==> config.mk <==
export PLATFORM = sky130hd
export DESIGN_NAME = vga_video_pipe
export DESIGN_NICKNAME = d
export VERILOG_FILES = /design/src/rtl/vga_video_pkg.sv /design/src/rtl/vga_timing_gen.sv /design/src/rtl/vga_video_pipe.sv
export SDC_FILE = /design/constraint.sdc
export NUM_CORES = 1
export LEC_CHECK = 0
export ABC_CLOCK_PERIOD_IN_PS = 4550
export CAP_MARGIN = 5
export CELL_PAD_IN_SITES_DETAIL_PLACEMENT = 2
export CELL_PAD_IN_SITES_GLOBAL_PLACEMENT = 2
export CORE_MARGIN = 1.5
export CORE_UTILIZATION = 30
export CTS_CLUSTER_DIAMETER = 80
export CTS_CLUSTER_SIZE = 24
export DETAILED_ROUTE_END_ITERATION = 10
export GPL_TIMING_DRIVEN = 0
export PLACE_DENSITY = 0.85
export SKIP_LAST_GASP = 1
export SYNTH_ARGS = -nofsm -noshare
export SYNTH_HDL_FRONTEND = slang
export SYNTH_SLANG_ARGS = --single-unit
==> constraint.sdc <==
create_clock -name clk_pixel -period 4.55 [get_ports clk_pixel]
set_clock_uncertainty 0.15 [all_clocks]
set_input_delay 0.91 -clock clk_pixel [delete_from_list [all_inputs] [get_ports clk_pixel]]
set_output_delay 0.91 -clock clk_pixel [all_outputs]
set_load 0.05 [all_outputs]
==> src/rtl/vga_video_pkg.sv <==
// vga_video_pkg: shared constants and helpers for the VGA video pipe
// (frame geometry, sync polarity, colour expansion per bits-per-pixel).
package vga_video_pkg;

    localparam int BPP_1  = 1;
    localparam int BPP_2  = 2;
    localparam int BPP_4  = 4;
    localparam int BPP_8  = 8;
    localparam int BPP_16 = 16;

    function automatic int vga_frame_len(input int vis, input int fp,
                                         input int pulse, input int bp);
        return vis + fp + pulse + bp;
    endfunction

    function automatic int vga_cnt_width(input int len);
        return (len > 1) ? $clog2(len) : 1;
    endfunction

    function automatic logic vga_sync_level(input logic active, input int pol);
        return active ? (pol != 0) : (pol == 0);
    endfunction

    function automatic logic [23:0] vga_expand(input logic [15:0] p, input int bpp);
        logic [7:0] r;
        logic [7:0] g;
        logic [7:0] b;
        r = '0;
        g = '0;
        b = '0;
        case (bpp)
            BPP_16: begin
                r = {p[15:11], p[15:13]};
                g = {p[10:5], p[10:9]};
                b = {p[4:0], p[4:2]};
            end
            BPP_8: begin
                r = {p[7:5], p[7:5], p[7:6]};
                g = {p[4:2], p[4:2], p[4:3]};
                b = {4{p[1:0]}};
            end
            BPP_4: begin
                r = p[2] ? {p[3], 7'h7F} : 8'h00;
                g = p[1] ? {p[3], 7'h7F} : 8'h00;
                b = p[0] ? {p[3], 7'h7F} : 8'h00;
            end
            BPP_2: begin
                r = 8'(p[1:0]) * 8'h55;
                g = r;
                b = r;
            end
            BPP_1: begin
                r = p[0] ? 8'hFF : 8'h00;
                g = r;
                b = r;
            end
            default: ;
        endcase
        return {r, g, b};
    endfunction

endpackage

==> src/rtl/vga_timing_gen.sv <==
// vga_timing_gen: raster counters plus the strobes derived from them
// (sync windows, active area, frame start, line repeat).
module vga_timing_gen
    import vga_video_pkg::*;
#(
    parameter int C_resolution_x      = 640,
    parameter int C_hsync_front_porch = 16,
    parameter int C_hsync_pulse       = 96,
    parameter int C_hsync_back_porch  = 48,
    parameter int C_resolution_y      = 480,
    parameter int C_vsync_front_porch = 10,
    parameter int C_vsync_pulse       = 2,
    parameter int C_vsync_back_porch  = 33,
    parameter int C_dbl_y             = 0,
    parameter int CXW                 = 10,
    parameter int CYW                 = 10
) (
    input  logic           clk_pixel,
    input  logic           resetn,
`ifdef VGA_VIDEO_PIPE_TEST_PATTERN_EN
    output logic [CXW-1:0] cx_o,
`endif
    output logic           cx_lsb_o,
    output logic           act_o,
    output logic           hs_act_o,
    output logic           vs_act_o,
    output logic           frame_start_o,
    output logic           line_repeat_o
);

    localparam int FX = vga_frame_len(C_resolution_x, C_hsync_front_porch,
                                      C_hsync_pulse, C_hsync_back_porch);
    localparam int FY = vga_frame_len(C_resolution_y, C_vsync_front_porch,
                                      C_vsync_pulse, C_vsync_back_porch);
    localparam int HS0 = C_resolution_x + C_hsync_front_porch;
    localparam int HS1 = HS0 + C_hsync_pulse;
    localparam int VS0 = C_resolution_y + C_vsync_front_porch;
    localparam int VS1 = VS0 + C_vsync_pulse;

    logic [CXW-1:0] cx_q, cx_d;
    logic [CYW-1:0] cy_q, cy_d;
    int             cxi;
    int             cyi;

    assign cxi = int'(cx_q);
    assign cyi = int'(cy_q);

    always_comb begin
        cx_d = cx_q + 1'b1;
        cy_d = cy_q;
        if (cxi == FX - 1) begin
            cx_d = '0;
            cy_d = (cyi == FY - 1) ? '0 : cy_q + 1'b1;
        end
    end

    always_ff @(posedge clk_pixel) begin
        if (!resetn) begin
            cx_q <= '0;
            cy_q <= '0;
        end else begin
            cx_q <= cx_d;
            cy_q <= cy_d;
        end
    end

`ifdef VGA_VIDEO_PIPE_TEST_PATTERN_EN
    assign cx_o = cx_q;
`endif
    assign cx_lsb_o      = cx_q[0];
    assign act_o         = (cxi < C_resolution_x) && (cyi < C_resolution_y);
    assign hs_act_o      = (cxi >= HS0) && (cxi < HS1);
    assign vs_act_o      = (cyi >= VS0) && (cyi < VS1);
    assign frame_start_o = (cxi == 0) && (cyi == C_resolution_y);
    // Even visible lines are replayed once more by rewinding the FIFO.
    assign line_repeat_o = (C_dbl_y != 0) && (cxi == C_resolution_x)
                           && (cyi < C_resolution_y) && !cy_q[0];

endmodule

==> src/rtl/vga_video_pipe.sv <==
// vga_video_pipe: VGA timing plus FIFO word fetch, pixel unpack and colour
// expansion. Optional colour bars via VGA_VIDEO_PIPE_TEST_PATTERN_EN.
module vga_video_pipe
    import vga_video_pkg::*;
#(
    parameter int C_resolution_x      = 640,
    parameter int C_hsync_front_porch = 16,
    parameter int C_hsync_pulse       = 96,
    parameter int C_hsync_back_porch  = 48,
    parameter int C_resolution_y      = 480,
    parameter int C_vsync_front_porch = 10,
    parameter int C_vsync_pulse       = 2,
    parameter int C_vsync_back_porch  = 33,
    parameter int C_hsync_polarity    = 0,
    parameter int C_vsync_polarity    = 0,
    parameter int C_fetch_width       = 32,
    parameter int C_bpp               = 8,
    parameter int C_dbl_x             = 0,
    parameter int C_dbl_y             = 0
) (
    input  logic                     clk_pixel,
    input  logic                     resetn,
    input  logic [C_fetch_width-1:0] fetch_data,
    input  logic                     fetch_valid,
`ifdef VGA_VIDEO_PIPE_TEST_PATTERN_EN
    input  logic                     test_pattern,
`endif
    output logic                     fetch_next,
    output logic                     line_repeat,
    output logic                     frame_start,
    output logic                     underflow,
    output logic [7:0]               vga_r,
    output logic [7:0]               vga_g,
    output logic [7:0]               vga_b,
    output logic                     vga_hsync,
    output logic                     vga_vsync,
    output logic                     vga_de
);

    localparam int FX = vga_frame_len(C_resolution_x, C_hsync_front_porch,
                                      C_hsync_pulse, C_hsync_back_porch);
    localparam int FY = vga_frame_len(C_resolution_y, C_vsync_front_porch,
                                      C_vsync_pulse, C_vsync_back_porch);
    localparam int CXW    = vga_cnt_width(FX);
    localparam int CYW    = vga_cnt_width(FY);
    localparam int PPW    = C_fetch_width / C_bpp;
    localparam int PERIOD = PPW << C_dbl_x;
    localparam int PHW    = vga_cnt_width(PERIOD);

    logic act, hs_act, vs_act, fs_now, lr_now, cx_lsb;
    logic load, shift_en;
    logic [PHW-1:0]           ph_q, ph_d;
    logic [C_fetch_width-1:0] sh_q, sh_d, cur;
    logic [15:0]              pix;
    logic [23:0]              rgb_q, rgb_d;
    logic de_q, hs_q, vs_q, fn_q, lr_q, fs_q;
    logic underflow_q, underflow_d;
`ifdef VGA_VIDEO_PIPE_TEST_PATTERN_EN
    logic [CXW-1:0] cx;
    logic [2:0]     bar;
`endif

    vga_timing_gen #(
        .C_resolution_x      (C_resolution_x),
        .C_hsync_front_porch (C_hsync_front_porch),
        .C_hsync_pulse       (C_hsync_pulse),
        .C_hsync_back_porch  (C_hsync_back_porch),
        .C_resolution_y      (C_resolution_y),
        .C_vsync_front_porch (C_vsync_front_porch),
        .C_vsync_pulse       (C_vsync_pulse),
        .C_vsync_back_porch  (C_vsync_back_porch),
        .C_dbl_y             (C_dbl_y),
        .CXW                 (CXW),
        .CYW                 (CYW)
    ) u_timing (
        .clk_pixel     (clk_pixel),
        .resetn        (resetn),
`ifdef VGA_VIDEO_PIPE_TEST_PATTERN_EN
        .cx_o          (cx),
`endif
        .cx_lsb_o      (cx_lsb),
        .act_o         (act),
        .hs_act_o      (hs_act),
        .vs_act_o      (vs_act),
        .frame_start_o (fs_now),
        .line_repeat_o (lr_now)
    );

    // Word phase restarts at every line start, so it tracks cx mod PERIOD.
    assign load     = act && (ph_q == '0);
    assign shift_en = (C_dbl_x == 0) || cx_lsb;
    assign pix      = 16'(cur[C_bpp-1:0]);

    always_comb begin
        ph_d = ph_q + 1'b1;
        if (!act || int'(ph_q) == PERIOD - 1) begin
            ph_d = '0;
        end
    end

    always_comb begin
        cur = sh_q;
        if (load) begin
            cur = fetch_valid ? fetch_data : '0;
        end
        sh_d = sh_q;
        if (act) begin
            sh_d = shift_en ? (cur >> C_bpp) : cur;
        end
    end

    always_comb begin
        underflow_d = underflow_q;
        if (fs_now) begin
            underflow_d = 1'b0;
        end else if (load && !fetch_valid) begin
            underflow_d = 1'b1;
        end
    end

`ifdef VGA_VIDEO_PIPE_TEST_PATTERN_EN
    assign bar = 3'((int'(cx) * 8) / C_resolution_x);
`endif

    always_comb begin
        rgb_d = '0;
        if (act) begin
            rgb_d = vga_expand(pix, C_bpp);
        end
`ifdef VGA_VIDEO_PIPE_TEST_PATTERN_EN
        if (act && test_pattern) begin
            rgb_d = {{8{bar[2]}}, {8{bar[1]}}, {8{bar[0]}}};
        end
`endif
    end

    always_ff @(posedge clk_pixel) begin
        if (!resetn) begin
            ph_q        <= '0;
            sh_q        <= '0;
            rgb_q       <= '0;
            de_q        <= 1'b0;
            hs_q        <= vga_sync_level(1'b0, C_hsync_polarity);
            vs_q        <= vga_sync_level(1'b0, C_vsync_polarity);
            fn_q        <= 1'b0;
            lr_q        <= 1'b0;
            fs_q        <= 1'b0;
            underflow_q <= 1'b0;
        end else begin
            ph_q        <= ph_d;
            sh_q        <= sh_d;
            rgb_q       <= rgb_d;
            de_q        <= act;
            hs_q        <= vga_sync_level(hs_act, C_hsync_polarity);
            vs_q        <= vga_sync_level(vs_act, C_vsync_polarity);
            fn_q        <= load && fetch_valid;
            lr_q        <= lr_now;
            fs_q        <= fs_now;
            underflow_q <= underflow_d;
        end
    end

    assign fetch_next  = fn_q;
    assign line_repeat = lr_q;
    assign frame_start = fs_q;
    assign underflow   = underflow_q;
    assign vga_r       = rgb_q[23:16];
    assign vga_g       = rgb_q[15:8];
    assign vga_b       = rgb_q[7:0];
    assign vga_hsync   = hs_q;
    assign vga_vsync   = vs_q;
    assign vga_de      = de_q;

endmodule

# [Word-level counts from Yosys, hierarchy flattened]
# Cells that the tools add are included.
# Widths: inputs -> output; s select.
[word_totals] register_bits=76 mem_bits_rw=0 memories=0 romBits=0 elab_cells=46 latch_bits=0 output_inout_bits=31 input_bits=35
[classes] n_eq_ne=4 shifts=0 addsub=3 n_mux=5 bitwise=1 div=0 multipliers=0 reduce_logical=16 magnitude_cmp=6
[ops] op="$mux 32" count=2
[ops] op="$logic_not 32->1" count=1
[ops] op="$add 10x1->10 const B" count=2
[ops] op="$eq 10x10->1 const B" count=2
[ops] op="$lt 10x10->1 const B" count=2
[ops] op="$lt 10x9->1 const B" count=2
[ops] op="$eq 10x9->1 const B" count=1
[ops] op="$ge 10x10->1 const B" count=1
[ops] op="$ge 10x9->1 const B" count=1
[ops] op="$mux 10" count=1
[ops] op="$logic_and 1x1->1" count=7
[ops] op="$reduce_or 2->1" count=3
[ops] op="$add 2x1->2 const B" count=1
[ops] op="$eq 2x1->1 const B" count=1
[ops] op="$logic_not 1->1" count=2
[ops] op="$logic_not 2->1" count=1
[ops] op="$mux 1" count=2
[ops] op="$reduce_and 2->1" count=1
[ops] op="$logic_or 1x1->1" count=1
[ops] op="$not 1->1" count=1

# [Depth between registers and ports, before layout]
[depth] depth_word=5 mapped_depth=7 ltp_nobuf=6

# [Hierarchy]
# Synthesis repeated with hierarchy kept, for this count alone.
[unflattened] cells_unflattened=291 area_unflattened_um2=2743.9
[by_module_without_submodules] module="vga_video_pipe" seq_area_each_um2=820.8 instances=1 area_each_um2=1690.4 cells_per_inst=171
[by_module_without_submodules] module="vga_timing_gen" seq_area_each_um2=400.4 instances=1 area_each_um2=1053.5 cells_per_inst=120

# [Least setup slack after synthesis]
# OpenSTA, ideal clock, no wires.
[synth_path] path_type="register to register" start="register u_timing.cx_q[4]" end="register u_timing.cy_q[6]" n_path_buf=0 path_stages_with_launch=5 setup_time_ns=0.072 arrival_time_ns=1.848 synth_period_minus_slack_ns=2.070 slack_ns=2.480 required_ns=4.328 path_cell_list="dfxtp_1 -> or3b_4 -> or4_4 -> or4_1 -> a21oi_1"
[synth_between] elab_chain_len=1
[synth_lines] element="start: declaration" line="vga_timing_gen.sv:40" source="logic [CXW-1:0] cx_q, cx_d;"
[synth_lines] element="start signal: assignment" line="vga_timing_gen.sv:59" source="cx_q <= '0;"
[synth_lines] element="start signal: assignment" line="vga_timing_gen.sv:62" source="cx_q <= cx_d;"
[synth_lines] element="$eq 10x9->1" line="vga_timing_gen.sv:51" source="if (cxi == FX - 1) begin"
[synth_lines] element="end signal: assignment" line="vga_timing_gen.sv:63" source="cy_q <= cy_d;"
[synth_lines] element="end: declaration" line="vga_timing_gen.sv:41" source="logic [CYW-1:0] cy_q, cy_d;"
# Every way passes these cells.
# A chain may end at the register's enable or synchronous reset.

==> impl_metrics.tcl <==
set metrics [dict create \
    status "finished, violations left" \
    violations "design-rule violations" \
    grt_usage 0.197 \
    core_um2 8810 \
    finalWorstSetupSlack_ns 1.87 \
    hold_buffers 0 \
    timing.final.crit_period_ns 2.68 \
    cp-end-kind "output pin" \
    wl_per_cell_um 17.6 \
    dr.pass1.iters 9 \
    die_x_um 98.8 \
    synth_edf_count 0 \
    synth_ff_type "dfxtp_1" \
    path_class "reg -> out" \
    clock_latency_ns 0.35 \
    start_util 0.312 \
    max_freq_mhz 373 \
    nNetsFinal 441 \
    timing.rr.end "u_timing.cy_q[5]" \
    drive_gt1_frac 0.0916 \
    dp_slack_ns 1.89 \
    p_leak_nw 1.37 \
    ant_nets 0 \
    cts_setup_buffers 0 \
    irDropWorstVdd_mv 0.137 \
    grt_max_degree 11 \
    ios 66 \
    maxSlewViolCount 0 \
    synthesis.nets 367 \
    cts_buffer_depth 2 \
    required_ns 3.49 \
    ys_ff_latch 60 \
    min_from "sh_q[17]" \
    drtIter0Drc 85 \
    syn_avg_cell_area_um2 8.44 \
    ys_types 38 \
    wirelength_um 9030 \
    clock_sinks 60 \
    min_to "sh_q[17]" \
    detail_route.vias_per_cell 5.18 \
    synth_commonest_cells "60 x dfxtp_1, 32 x nor2_1, 27 x nand3_1" \
    grt_antenna_before_repair 0 \
    ys_top_cells_by_area "dfxtp_1 44%, a311oi_1 5.1%, nand3_1 4.9%, buf_4 4.6%, nor2_1 4.4%" \
    setup_tns_ns 0 \
    cts_buffers 9 \
    rows 34 \
    worst_hold_path_type "reg -> reg" \
    period_share 0.590 \
    route.vias.total 2652 \
    cap_violations 0 \
    diodes 0 \
    synth_top_area_share 0.437 \
    die_area_um2 9750 \
    r2r-start "u_timing.cx_q[1]" \
    fin_hold_ws_ns 0.308 \
    stdcell_count 512 \
    arrival_ns 1.62 \
    p_per_area_nw_per_um2 346 \
    clk_pin_slew_ns 0.07 \
    rsz0062_at_grt "false" \
    ys_seq_area_frac 0.437 \
    yosysWarnings 0 \
    netlist_instances 326 \
    syn_area_um2 2750 \
    synthArstFlopShare 0 \
    hold_viol 0 \
    setup_viol_count_final 0 \
    r2r_slack_ns 2.07 \
    grt_pass1_wl_um 14900 \
    slew_headroom 0.550 \
    globalplace.congestion 0.765 \
    drc_errors 6 \
    startpoint_type "register" \
    die_y_um 98.8 \
    root_buffer "clkbuf_8" \
    crit_fanout 4 \
    cts_resized 0 \
    dpl.hpwl_um 6390 \
    reg2reg_depth 5 \
    place_inst 497 \
    grt_pass1_vias 2871 \
    area_growth_pct 34.7 \
    synth.most_common_cell "dfxtp_1" \
    htree_levels 3 \
    grt-ovfl-total 0 \
    cts_tree "done" \
    synth_top_area_cell "dfxtp_1" \
    tightestPinTransition_ns 0.670 \
    port_buffers 63 \
    hold_path_depth 2 \
    fin_util 0.421 \
]
flip-flops by register name, indices dropped and copies added (netlist names):
signal         count
ph_q               2
vga_vsync          1
sh_q              24
vga_hsync          1
underflow          1
rgb_q              8
vga_de             1
u_timing.cx_q     10
fetch_next         1
u_timing.cy_q     10
frame_start        1
cell type report:
| cell class | count | area (um2) |
|---|---|---|
| multi-input cells | 216 | 1300 |
| repair buffers | 63 | 631 |
| clock buffers | 10 | 138 |
| plain buffers | 38 | 206 |
| flip-flops and latches | 60 | 1200 |
| clock inverters | 5 | 52.6 |
| well taps | 108 | 135 |
| inverters | 12 | 45.0 |
| fillers | 990 | 5100 |
stage by stage:
stage	total power [mW]	instance area (um2)
after floorplan	0.721	2750
after global placement	0.807	3520
after detailed placement	0.817	3520
after CTS	1.30	3710
after global routing	1.34	3710
final	1.28	3710
worst max-delay path, cell delays in order, from the launching register on:
cell and delay, ns:
dfxtp_1 0.37, buf_4 0.12, clkdlybuf4s50_1 0.79
where the power goes:
group          internal (mW)  switching (mW)
registers              0.550          0.0171
logic                 0.0981           0.141
clock network          0.262           0.215
worst max-delay path by stage:
stage,from,to,slack (ns),cells past startpoint
3_5_place_dp,resetn,sh_q[12],1.89,4
5_1_grt,rgb_q[6],vga_b[4],1.79,2
4_1_cts,rgb_q[6],vga_b[4],1.84,2
2_1_floorplan,u_timing.cx_q[4],u_timing.cy_q[6],2.48,4
3_3_place_gp,resetn,frame_start,1.96,4
6_report,rgb_q[7],vga_b[3],1.87,2
metal layers:
metal / wire [um] / up-vias / track usage
met5: 0 / - / 0
met4: 201 / 0 / 0.0890
met3: 366 / 19 / 0.0376
met2: 4570 / 65 / 0.344
met1: 3900 / 1295 / 0.233
li1: - / 1273 / -
kinds of logic after synthesis:
kind of cell	after synthesis	share of synthesized area
flip-flops	60	0.437
AO/OA/AOI/OAI	46	0.109
buffers and inverters	50	0.0914
adder cells (fa/ha/maj)	6	0.0273
AND/OR/NAND/NOR	151	0.296
XOR/XNOR	11	0.0350
other	1	0.00136
multiplexers	1	0.00364
layout by cell type (no fill, tap or decap), types with 9 or more instances in the layout:
| cell | synthesis | final |
|---|---|---|
| nor2_1 | 32 | 32 |
| nand2b_1 | 9 | 9 |
| nand3_1 | 27 | 27 |
| nor2b_1 | 16 | 16 |
| nor3_1 | 19 | 19 |
| clkbuf_1 | 19 | 19 |
| clkbuf_8 | 0 | 10 |
| nand2_1 | 13 | 13 |
| dfxtp_1 | 60 | 60 |
| buf_4 | 17 | 17 |
| inv_1 | 12 | 12 |
| clkdlybuf4s50_1 | 0 | 63 |
| a311oi_1 | 16 | 16 |
| a21oi_1 | 22 | 22 |
Power figures use the tool's default switching activity.
